--- src/rtl/pkt_buffer_writer.sv ---
// pkt_buffer_writer: takes classified packets as 512-bit flits, allocates a
// pktID from the show-ahead emptylist, writes each flit into the packet buffer
// at (pktID << 5) + flit_index, and emits one metadata record per packet.
module pkt_buffer_writer #(
   parameter int MAX_FLITS     = 31,
   parameter int PKT_AWIDTH    = 9,
   parameter int PKTBUF_AWIDTH = PKT_AWIDTH + 5
) (
   input  logic                        clk,
   input  logic                        rst,
   input  logic                        in_pkt_valid,
   input  logic                        in_pkt_sop,
   input  logic                        in_pkt_eop,
   input  logic [511:0]                in_pkt_data,
   input  logic [5:0]                  in_pkt_empty,
   input  logic [2:0]                  in_pkt_flags,
   output logic                        in_pkt_ready,
   input  logic [PKT_AWIDTH-1:0]       emptylist_out_data,
   input  logic                        emptylist_out_valid,
   output logic                        emptylist_out_ready,
   output logic [PKTBUF_AWIDTH-1:0]    pkt_buffer_address,
   output logic                        pkt_buffer_write,
   output logic [519:0]                pkt_buffer_writedata,
   output logic                        meta_valid,
   output logic [PKT_AWIDTH+23:0]      meta_data,
   input  logic                        meta_ready,
   output logic [31:0]                 stat_pkt_cnt,
   output logic [31:0]                 stat_drop_cnt
);

   // Flag encodings shared with the classifier and the data mover.
   localparam logic [2:0] PKT_ETH  = 3'b001;
   localparam logic [2:0] PKT_PCIE = 3'b010;
   localparam logic [2:0] PKT_DROP = 3'b100;
   localparam logic [5:0] MAX_IDX  = 6'(MAX_FLITS);

   typedef enum logic [1:0] {
      S_IDLE = 2'd0,
      S_BODY = 2'd1,
      S_EMIT = 2'd2
   } state_t;

   state_t                  r_state;
   state_t                  w_next;
   logic                    w_start;
   logic                    w_body_acc;
   logic                    w_flit_acc;
   logic                    w_do_write;
   logic                    w_over;
   logic                    w_eop_wr;
   logic [5:0]              w_idx;
   logic [2:0]              w_flags;
   logic [PKT_AWIDTH-1:0]   w_pktid;
   logic [15:0]             w_len;

   logic [PKT_AWIDTH-1:0]   r_pktid;
   logic [2:0]              r_flags;
   logic [5:0]              r_cnt;
   logic                    r_trunc;
   logic [5:0]              r_empty;

   // State register.
   always_ff @(posedge clk) begin
      if (rst) begin
         r_state <= S_IDLE;
      end else begin
         r_state <= w_next;
      end
   end

   // Next-state decode: a sop in IDLE opens a packet, eop closes it into EMIT.
   always_comb begin
      w_next = r_state;
      case (r_state)
         S_IDLE: begin
            if (w_start) begin
               w_next = in_pkt_eop ? S_EMIT : S_BODY;
            end else begin
               w_next = S_IDLE;
            end
         end
         S_BODY: begin
            if (in_pkt_valid && in_pkt_eop) begin
               w_next = S_EMIT;
            end else begin
               w_next = S_BODY;
            end
         end
         S_EMIT:  w_next = S_IDLE;
         default: w_next = S_IDLE;
      endcase
   end

   // FSM outputs: ingress ready, accepted-sop strobe and emptylist pop.
   always_comb begin
      in_pkt_ready = 1'b0;
      w_start      = 1'b0;
      case (r_state)
         S_IDLE: begin
            in_pkt_ready = !rst && emptylist_out_valid && !meta_valid;
            w_start      = in_pkt_valid && in_pkt_sop && in_pkt_ready;
         end
         S_BODY: begin
            in_pkt_ready = !rst;
            w_start      = 1'b0;
         end
         S_EMIT: begin
            in_pkt_ready = 1'b0;
            w_start      = 1'b0;
         end
         default: begin
            in_pkt_ready = 1'b0;
            w_start      = 1'b0;
         end
      endcase
      emptylist_out_ready = w_start;
   end

   // Per-flit datapath decode: index, effective flags/pktID, write and oversize.
   always_comb begin
      w_idx      = w_start ? 6'd0 : r_cnt;
      w_flags    = w_start ? in_pkt_flags : r_flags;
      w_pktid    = w_start ? emptylist_out_data : r_pktid;
      w_body_acc = (r_state == S_BODY) && in_pkt_valid && in_pkt_ready;
      w_flit_acc = w_start || w_body_acc;
      w_do_write = w_flit_acc && (w_flags != PKT_DROP) && (w_idx < MAX_IDX);
      w_over     = w_flit_acc && (w_idx >= MAX_IDX);
      w_eop_wr   = in_pkt_eop || (w_idx == (MAX_IDX - 6'd1));
      if (r_trunc) begin
         w_len = {5'd0, r_cnt[4:0], 6'd0};
      end else begin
         w_len = {5'd0, r_cnt[4:0], 6'd0} - {10'd0, r_empty};
      end
   end

   // Registered buffer write, packet context, metadata and statistics.
   always_ff @(posedge clk) begin
      if (rst) begin
         pkt_buffer_write     <= 1'b0;
         pkt_buffer_address   <= '0;
         pkt_buffer_writedata <= '0;
         r_pktid              <= '0;
         r_flags              <= PKT_ETH;
         r_cnt                <= 6'd0;
         r_trunc              <= 1'b0;
         r_empty              <= 6'd0;
         meta_valid           <= 1'b0;
         meta_data            <= '0;
         stat_pkt_cnt         <= 32'd0;
         stat_drop_cnt        <= 32'd0;
      end else begin
         pkt_buffer_write <= w_do_write;
         if (w_do_write) begin
            pkt_buffer_address   <= PKTBUF_AWIDTH'({w_pktid, w_idx[4:0]});
            pkt_buffer_writedata <= {in_pkt_data, in_pkt_sop, w_eop_wr, in_pkt_empty};
         end
         if (w_flit_acc) begin
            r_cnt   <= (w_idx < MAX_IDX) ? (w_idx + 6'd1) : MAX_IDX;
            r_pktid <= w_pktid;
            r_flags <= w_over ? PKT_DROP : w_flags;
            r_trunc <= (w_start ? 1'b0 : r_trunc) | w_over;
            if (in_pkt_eop) begin
               r_empty <= in_pkt_empty;
            end
         end
         // EMIT is only reachable after a sop accepted with meta_valid low.
         if (r_state == S_EMIT) begin
            meta_valid <= 1'b1;
            meta_data  <= {r_pktid, r_cnt[4:0], w_len, r_flags};
         end else if (meta_valid && meta_ready) begin
            meta_valid <= 1'b0;
         end
         if (meta_valid && meta_ready) begin
            stat_pkt_cnt <= stat_pkt_cnt + 32'd1;
            if (meta_data[2:0] == PKT_DROP) begin
               stat_drop_cnt <= stat_drop_cnt + 32'd1;
            end
         end
      end
   end

endmodule

--- config.mk ---
export PLATFORM = sky130hd
export DESIGN_NAME = pkt_buffer_writer
export DESIGN_NICKNAME = d
export VERILOG_FILES = /design/src/rtl/pkt_buffer_writer.sv
export SDC_FILE = /design/constraint.sdc
export NUM_CORES = 1
export LEC_CHECK = 0
export ABC_AREA = 1
export ABC_CLOCK_PERIOD_IN_PS = 7550
export BUFFER_PORTS_ARGS = -buffer_cell sky130_fd_sc_hd__buf_2
export CAP_MARGIN = 30
export CORE_AREA = 2 2 456 458
export CTS_BUF_LIST = sky130_fd_sc_hd__clkbuf_16
export DETAILED_ROUTE_END_ITERATION = 7
export DIE_AREA = 0 0 458 460
export GPL_TIMING_DRIVEN = 0
export SETUP_SLACK_MARGIN = 0.4
export SYNTH_ARGS = -nofsm -noshare
export SYNTH_HDL_FRONTEND = slang
export SYNTH_SLANG_ARGS = --single-unit
--- constraint.sdc ---
create_clock -name clk -period 7.55 [get_ports clk]
set_input_delay 1.1325 -clock clk [delete_from_list [all_inputs] [get_ports clk]]
set_output_delay 1.1325 -clock clk [all_outputs]
set_load 0.005 [all_outputs]
==> results.txt, run 1 <==
Status: completed
Syn Std Cell Area: 0.0295 mm²
Top Ports: 1,172
Clk Latency, worst-skew pair: 0.73 ns
Kind of cell adding the most delay to the critical path: simple AND/OR/NAND/NOR gates
Tot GR Track Use: 18.7%
Total grt overflow: 0
Register area share after synthesis: 44.5%
Setup crit end kind: flop
Clk pwr share: 48.5%
Vias: 34,300
CTS clk-pin slew, worst paths: 0.06 ns
Sum Neg Setup Slack: 0 ns
Syn_nets: 4,934
Netlist cell types: 35
Post-route clock period utilization: 60.8%
Final setup vio count: 0
Relative slew slack: 31.5%
Cells after synthesis: 4,392
Antenna viol nets, final: 0
Synth warnings: 0
Die X: 458 µm
Initial antenna violation count: 54
DRC: 0
Port Buffers: 1,171
Slew Limit Fails: 0
Fin nets: 6,208
Crit path largest cell delay: 0.46 ns
CP max FO: 10
Placed Instances: 8,284
Clock tree buffer depth: 3
Largest net degree at the start of global routing: 14
First-pass GRT wire length: 268,000 µm
Initial Util: 14.3%
Worst-margin pin slew: 1.03 ns
Total Routed Length: 206,000 µm
Worst path bufs/invs: 6
FMAX: 0.218 GHz
FP Rows: 167
Final cell utilization of the core: 20.4%
Combinational fraction of design power: 11.2%
Final hold violation count: 0
Cell area power density: 215 mW/mm²
Lkg Pwr: 20.9 nW
Syn avg cell area: 6.72 µm²
RSZ-0062 raised after global routing: false
Final hold slack: 0.447 ns
DRT iter0 DRCs: 2,637
Area grow syn2layout: 42.4%
CTS buffer count: 84
WS Path Type: input port to flop
Vias in the first global route: 31,700
Switch share: 28.5%
Post_cts resized: 0
Setup repair bufs after CTS: 0
Drt pass-1 iters: 5
Fillers: 23,800
Leading cell type in the layout, fill and taps excluded: buf_2
Share of total power in sequential cells: 40.3%
Core outline area: 0.206 mm²
Htree depth: 3
Synth Register Bits: 656
Final worst slack: 2.96 ns
Layout cells sized above 1: 26.1%
Fin cells: 8,466
Highest-count cells in the layout ignoring fill and taps: 1,285 x buf_2, 1,200 x nor2_1, 765 x nand2_1, 656 x dfxtp_1, 648 x inv_1
Internal power: 0.00646 W
CTS Hold Bufs: 0
Maxcap violations: 0
Die Ht: 460 µm
Post-DP HPWL: 176,000 µm
CP max stage cell: buf_2
Sink Count: 656
Reg2reg setup slack: 3.35 ns
CTS tree: done
DR vias/cell: 4.06
Gp weighted congestion: 0.981
Top-area cell type share of the netlist area: 44.5%
Startpoint Class: input port
Worst Hold Class: flop to flop
Minimum clock period: 4.59 ns
Detailed-route wire length per cell: 24.3 µm
Top cells by area, synth: dfxtp_1 44%, nor2_1 15%, nand4_1 12%
Worst Path Required: 8.17 ns
Pre-CTS setup slack: 1.94 ns
Peak supply drop: 0.165 mV
Worst Path Arrival: 5.21 ns
Clk root buf: clkbuf_16
Fin Clk Skew: 0.0492 ns
Sw power: 0.00257 W
Crit path cell chain: buf_2 -> nand2_1 -> nor2_4 -> nand3_2 -> buf_2 -> inv_1 -> nor2_1 -> ha_1 -> nand4_1 -> nand2_1 -> nand2_2 -> buf_16 -> clkbuf_1 -> buf_2 -> nand4_1 -> nand2_1 -> nor2_1
Die area: 0.211 mm²
Cell taking the most area after synthesis: dfxtp_1
synth_stat cells:
library cell	count
nor2_1	1200
nand2_1	766
dfxtp_1	656
inv_1	638
nand4_1	551
clkbuf_1	140
buf_2	114
a21oi_1	67
o21ai_0	62
nand3_1	47
buf_6	39
nor3_1	29
buf_1	14
buf_4	14
nand3b_1	7
xor2_1	7
a211oi_1	5
a31oi_1	5
ha_1	5
buf_8	3
inv_2	3
o21bai_1	3
nor2_2	2
nor4_1	2
o211ai_1	2
o21ba_2	2
a22oi_1	1
and3_1	1
clkinv_1	1
nand2_2	1
nand3_2	1
nor2_4	1
o21a_1	1
or2_2	1
xnor2_1	1
metrics by stage:
step / total power (W) / instance area (µm²)
after CTS: 0.00915 / 42000
after global routing: 0.00937 / 42000
after global placement: 0.00472 / 38800
after floorplan: 0.00411 / 29500
final: 0.00903 / 42000
after detailed placement: 0.00473 / 39100
state kept, by name (all words and copies together) (netlist names), 2 cells and up:
register / cells
r_state: 2
pkt_buffer_address: 14
r_flags: 3
stat_pkt_cnt: 32
stat_drop_cnt: 32
meta_data: 29
r_pktid: 9
r_cnt: 6
pkt_buffer_writedata: 520
r_empty: 6
routing by layer:
metal / part of all wire, % / GRT usage (%) / wire length, µm
met1: 37 / 20.4 / 76800
met2: 44 / 29.7 / 91500
met3: 13 / 9.79 / 27200
met4: 5.0 / 8.90 / 10400
met5: 0.076 / 0 / 156
cell type report:
class	count	area [µm²]	share of cell area, %
sequential	656	13100	31.2
multi-input combinational	2770	12200	29.1
timing repair buffer	1188	6140	14.6
tap	2704	3380	8.05
inverter	642	2410	5.73
clock buffer	85	2130	5.06
buffer	324	1740	4.14
clock inverter	69	796	1.89
antenna	28	70.1	0.167
power by group through the flow:
stage / Combinational, W / Clock [W] / Sequential, W
after floorplan: 0.000392 / 0 / 0.00372
after global placement: 0.00101 / 0 / 0.00371
after detailed placement: 0.00101 / 0 / 0.00371
after CTS: 0.00102 / 0.00450 / 0.00364
after global routing: 0.00111 / 0.00461 / 0.00365
final: 0.00101 / 0.00438 / 0.00364
worst reg2reg max path, cell delays in order (launching register included):
cell	delay [ns]
dfxtp_1	0.34
nor2_4	0.21
nand3_2	0.18
buf_2	0.25
inv_1	0.28
nor2_1	0.18
ha_1	0.26
nand4_1	0.09
nand2_1	0.08
nand2_2	0.38
buf_16	0.22
clkbuf_1	0.48
buf_2	0.47
nand4_1	0.42
nand2_1	0.20
nor2_1	0.05
final timing paths:
| path | start | endpoint | cells after the start |
|---|---|---|---|
| worst min-delay path | r_pktid[5]$_SDFFE_PP0N_ | meta_data[29]$_SDFFE_PP0P_ | 2 |
| worst max-delay path | in_pkt_sop | pkt_buffer_writedata[317]$_SDFFE_PP0P_ | 17 |
| worst min register to register | r_pktid[5]$_SDFFE_PP0N_ | meta_data[29]$_SDFFE_PP0P_ | 2 |
| worst max register to register | r_state[0]$_SDFF_PP0_ | pkt_buffer_writedata[317]$_SDFFE_PP0P_ | 15 |
logic make-up after synthesis:
group,Yosys count,synth area share (%)
and+or+nand+nor,2609,38.4
xor gates and xnor gates,8,0.237
AOI/OAI and AO/OA,148,2.67
buffers and inverters,966,14.0
DFF,656,44.5
adders and majority gates,5,0.212
No activity file was read; power rests on OpenSTA's default activity.
==> inputs of run 2 (changes only) <==
--- a/config.mk
+++ b/config.mk
@@ -5,14 +5,14 @@
 export SDC_FILE = /design/constraint.sdc
 export NUM_CORES = 1
 export LEC_CHECK = 0
-export ABC_AREA = 1
-export ABC_CLOCK_PERIOD_IN_PS = 7550
+export ABC_AREA = 0
+export ABC_CLOCK_PERIOD_IN_PS = 4500
 export BUFFER_PORTS_ARGS = -buffer_cell sky130_fd_sc_hd__buf_2
 export CAP_MARGIN = 30
-export CORE_AREA = 2 2 456 458
+export CORE_AREA = 2 2 463 465
 export CTS_BUF_LIST = sky130_fd_sc_hd__clkbuf_16
 export DETAILED_ROUTE_END_ITERATION = 7
-export DIE_AREA = 0 0 458 460
+export DIE_AREA = 0 0 465 467
 export GPL_TIMING_DRIVEN = 0
 export SETUP_SLACK_MARGIN = 0.4
 export SYNTH_ARGS = -nofsm -noshare
==> constraint.sdc (replaced) <==
create_clock -name clk -period 4.5 [get_ports clk]
set_input_delay 0.675 -clock clk [delete_from_list [all_inputs] [get_ports clk]]
set_output_delay 0.675 -clock clk [all_outputs]
set_load 0.005 [all_outputs]
==> run 2 against run 1 <==
Effect of this change: register-to-register slack worse by 2.7 ns; cell area decreased by 15%; combinational power rose by 13%; critical path type is now flop to flop.
==> results.txt, run 2 <==
Status: completed
Total Routed Length: 184,000 µm (-11%)
Synth warnings: 0 (unchanged)
Core outline area: 0.212 mm² (+2.7%)
Cells after synthesis: 2,947 (-33%)
Slew Limit Fails: 0 (unchanged)
Die Ht: 467 µm (+1.5%)
CTS tree: done
Total power: 0.0137 W (+52%)
Largest net degree at the start of global routing: 14 (unchanged)
CTS clk-pin slew, worst paths: 0.06 ns (about the same)
Post-DP HPWL: 160,000 µm (-8.9%)
CTS buffer count: 82 (-2.4%)
First-pass GRT wire length: 233,000 µm (-13%)
Most common cell in the netlist: nand2_1
Tot GR Track Use: 16.2% (-2.4 points)
Hold Startpoint: in_pkt_data[132]
Total grt overflow: 0 (unchanged)
Initial antenna violation count: 94 (+74%)
Maxcap violations: 0 (unchanged)
WS Path Type: flop to flop
Crit path largest cell delay: 0.55 ns (+0.09 ns)
CTS Hold Bufs: 0 (unchanged)
Area grow syn2layout: 52.2%
Initial Util: 11.1% (-3.2 points)
Leading cell type in the layout, fill and taps excluded: buf_2
Worst Path Arrival: 4.51 ns (-0.70 ns)
Antenna viol nets, final: 0 (unchanged)
Startpoint Class: flop
Die area: 0.217 mm² (+3.1%)
Fillers: 24,300 (+2.0%)
Crit path cell chain: and4b_1 -> nand2_1 -> clkbuf_2 -> nand2_1 -> inv_2 -> ha_1 -> a41o_2 -> a21oi_1 -> a22oi_2 -> clkinv_2 -> buf_6 -> clkbuf_1 -> nand2_1 -> a21oi_1
Syn avg cell area: 7.97 µm² (+18%)
Synth Register Bits: 656 (unchanged)
Clk Latency, worst-skew pair: 0.70 ns (-0.03 ns)
Drt pass-1 iters: 5 (unchanged)
Final setup vio count: 0 (unchanged)
Final worst slack: 0.601 ns (-2.36 ns)
FMAX: 0.256 GHz
Peak supply drop: 0.267 mV (+62%)
Vias in the first global route: 24,800 (-22%)
Netlist cell types: 49 (+40%)
CP max stage cell: clkbuf_1
Relative slew slack: 37.4% (+5.9 points)
Sink Count: 656 (unchanged)
Top-area cell type share of the netlist area: 55.9% (+11 points)
Minimum clock period: 3.90 ns
Worst Hold Class: input port to flop
Lkg Pwr: 14.8 nW (-29%)
Number of synthesized flops with an enable pin: 0 (unchanged)
DRT iter0 DRCs: 1,619 (-39%)
Top Ports: 1,172 (unchanged)
Port Buffers: 1,169 (-0.17%)
Clock tree buffer depth: 3 (unchanged)
Critical Path Start: meta_valid$_SDFFE_PP0P_
Final hold slack: 0.214 ns (-0.233 ns)
Fin Clk Skew: 0.0225 ns (-0.0268 ns)
Fin nets: 4,754 (-23%)
Commonest cells post-synth: 1,131 x nand2_1, 656 x dfxtp_1, 565 x a21oi_1, 158 x clkbuf_1, 96 x nor2_1
Setup crit end kind: flop
Register area share after synthesis: 55.9% (+11 points)
DRC: 0 (unchanged)
Cell area power density: 383 mW/mm² (+79%)
Worst Path Required: 5.12 ns (-3.05 ns)
Biggest register: pkt_buffer_writedata
Worst-margin pin slew: 0.938 ns (-0.0890 ns)
Async S/R FF share, synth: 0% (unchanged)
Layout cells sized above 1: 32.5% (+6.4 points)
CP max FO: 11 (+1)
Post-route clock period utilization: 86.6%
Cell taking the most area after synthesis: dfxtp_1
Htree depth: 3 (unchanged)
Detailed-route wire length per cell: 25.9 µm (+6.3%)
Syn Std Cell Area: 0.0235 mm² (-20%)
Top cells by area, synth: dfxtp_1 56%, nand2_1 18%, a21oi_1 12%
FP Rows: 169 (+1.2%)
Vias: 26,000 (-24%)
Primary FF master, synth: dfxtp_1
Clk root buf: clkbuf_16
Regs by FF count: pkt_buffer_writedata x520, stat_drop_cnt x32, stat_pkt_cnt x32
Largest register FFs: 520 (unchanged)
Worst r2r src: meta_valid$_SDFFE_PP0P_
RSZ-0062 raised after global routing: false
Pre-CTS setup slack: -1.44 ns (-3.39 ns)
Most frequent CP cell: nand2_1
Gp weighted congestion: 0.985 (+0.36%)
Die X: 465 µm (+1.5%)
Highest-count cells in the layout ignoring fill and taps: 1,212 x buf_2, 1,131 x nand2_1, 655 x dfxtp_1, 565 x a21oi_1, 131 x clkbuf_1
DR vias/cell: 3.65 (-10%)
Syn_nets: 3,489 (-29%)
Final hold violation count: 0 (unchanged)
==> run 2: cell types whose count changed in the layout (fill, tap and decap cells not counted), sizes merged, moves of 16 or more <==
cell / before / now
a21oi: 67 / 565
buf: 1372 / 1241
clkbuf: 225 / 241
inv: 661 / 40
nand2: 767 / 1131
nand3: 48 / 28
nand4: 551 / 19
nor2: 1203 / 96
nor4: 2 / 21
o21ai: 62 / 12
xnor2: 1 / 35
xor2: 7 / 23
==> run 2: cell type report <==
type / instances / area (µm²) / share of cell area [%]
flip-flops and latches: 656 / 13100 / 36.8
multi-input cells: 2057 / 9390 / 26.3
repair buffers: 1182 / 6030 / 16.9
well taps: 2821 / 3530 / 9.88
clock buffers: 84 / 2100 / 5.88
plain buffers: 216 / 946 / 2.65
clock inverters: 62 / 477 / 1.33
inverters: 17 / 65.1 / 0.182
diodes: 26 / 65.1 / 0.182
==> run 2: repair_timing <==
| action | in CTS | in global routing |
|---|---|---|
| endpoints found under the setup margin | 535 | 494 |
| gates resized for setup | 22 | 31 |
| pin swaps | 0 | 1 |
| buffers inserted | 3 | 1 |
| gates cloned | 0 | 0 |
==> run 2: critical path: cells and delay by family, from the launching register on <==
kind                       cells  cell delay [ns]
buffers and inverters          5             1.26
and+or+nand+nor                4             0.96
AOI/OAI and AO/OA              4             0.88
DFF                            1             0.40
adders and majority gates      1             0.27
==> run 2: report_power, final <==
group	total [W]	switching [W]	internal, W
clock	0.00655	0.00282	0.00372
sequential	0.00602	0.0000736	0.00594
combinational	0.00114	0.000747	0.000395
total	0.0137	0.00364	0.0101
==> run 2: metal layers <==
metal	vias to the layer above	share of wire (%)	GRT usage (%)
met3	333	13	8.59
met5	-	0.036	0
met2	1341	48	28.3
li1	12200	-	-
met1	12100	34	15.9
met4	10	5.3	7.27
==> run 2: metrics by stage <==
step / std cells / instance area (µm²) / util [%] / setup TNS, ns
after CTS: 7095 / 35600 / 16.8 / 0
after detailed placement: 6946 / 33000 / 15.6 / -463.87
final: 7121 / 35700 / 16.9 / 0
after global placement: 6937 / 32900 / 15.5 / -531.39
after floorplan: 2947 / 23500 / - / 0
after global routing: 7112 / 35700 / 16.9 / 0
==> run 2: logic make-up after synthesis <==
family | after synthesis | share of synthesized area [%]
multiplexers | 15 | 0.661
AO/OA/AOI/OAI | 611 | 13.4
adder cells (fa/ha/maj) | 5 | 0.266
flip-flops | 656 | 55.9
buffers and inverters | 234 | 4.07
XOR/XNOR | 58 | 2.16
AND/OR/NAND/NOR | 1368 | 23.5
==> run 2: worst paths after layout <==
| path | end | slack, ns | cells after the start |
|---|---|---|---|
| max | pkt_buffer_writedata[448]$_SDFFE_PP0P_ | 0.60 | 14 |
| min reg2reg | pkt_buffer_writedata[332]$_SDFFE_PP0P_ | 0.45 | 2 |
| max reg2reg | pkt_buffer_writedata[448]$_SDFFE_PP0P_ | 0.60 | 14 |
| min | pkt_buffer_writedata[140]$_SDFFE_PP0P_ | 0.21 | 3 |
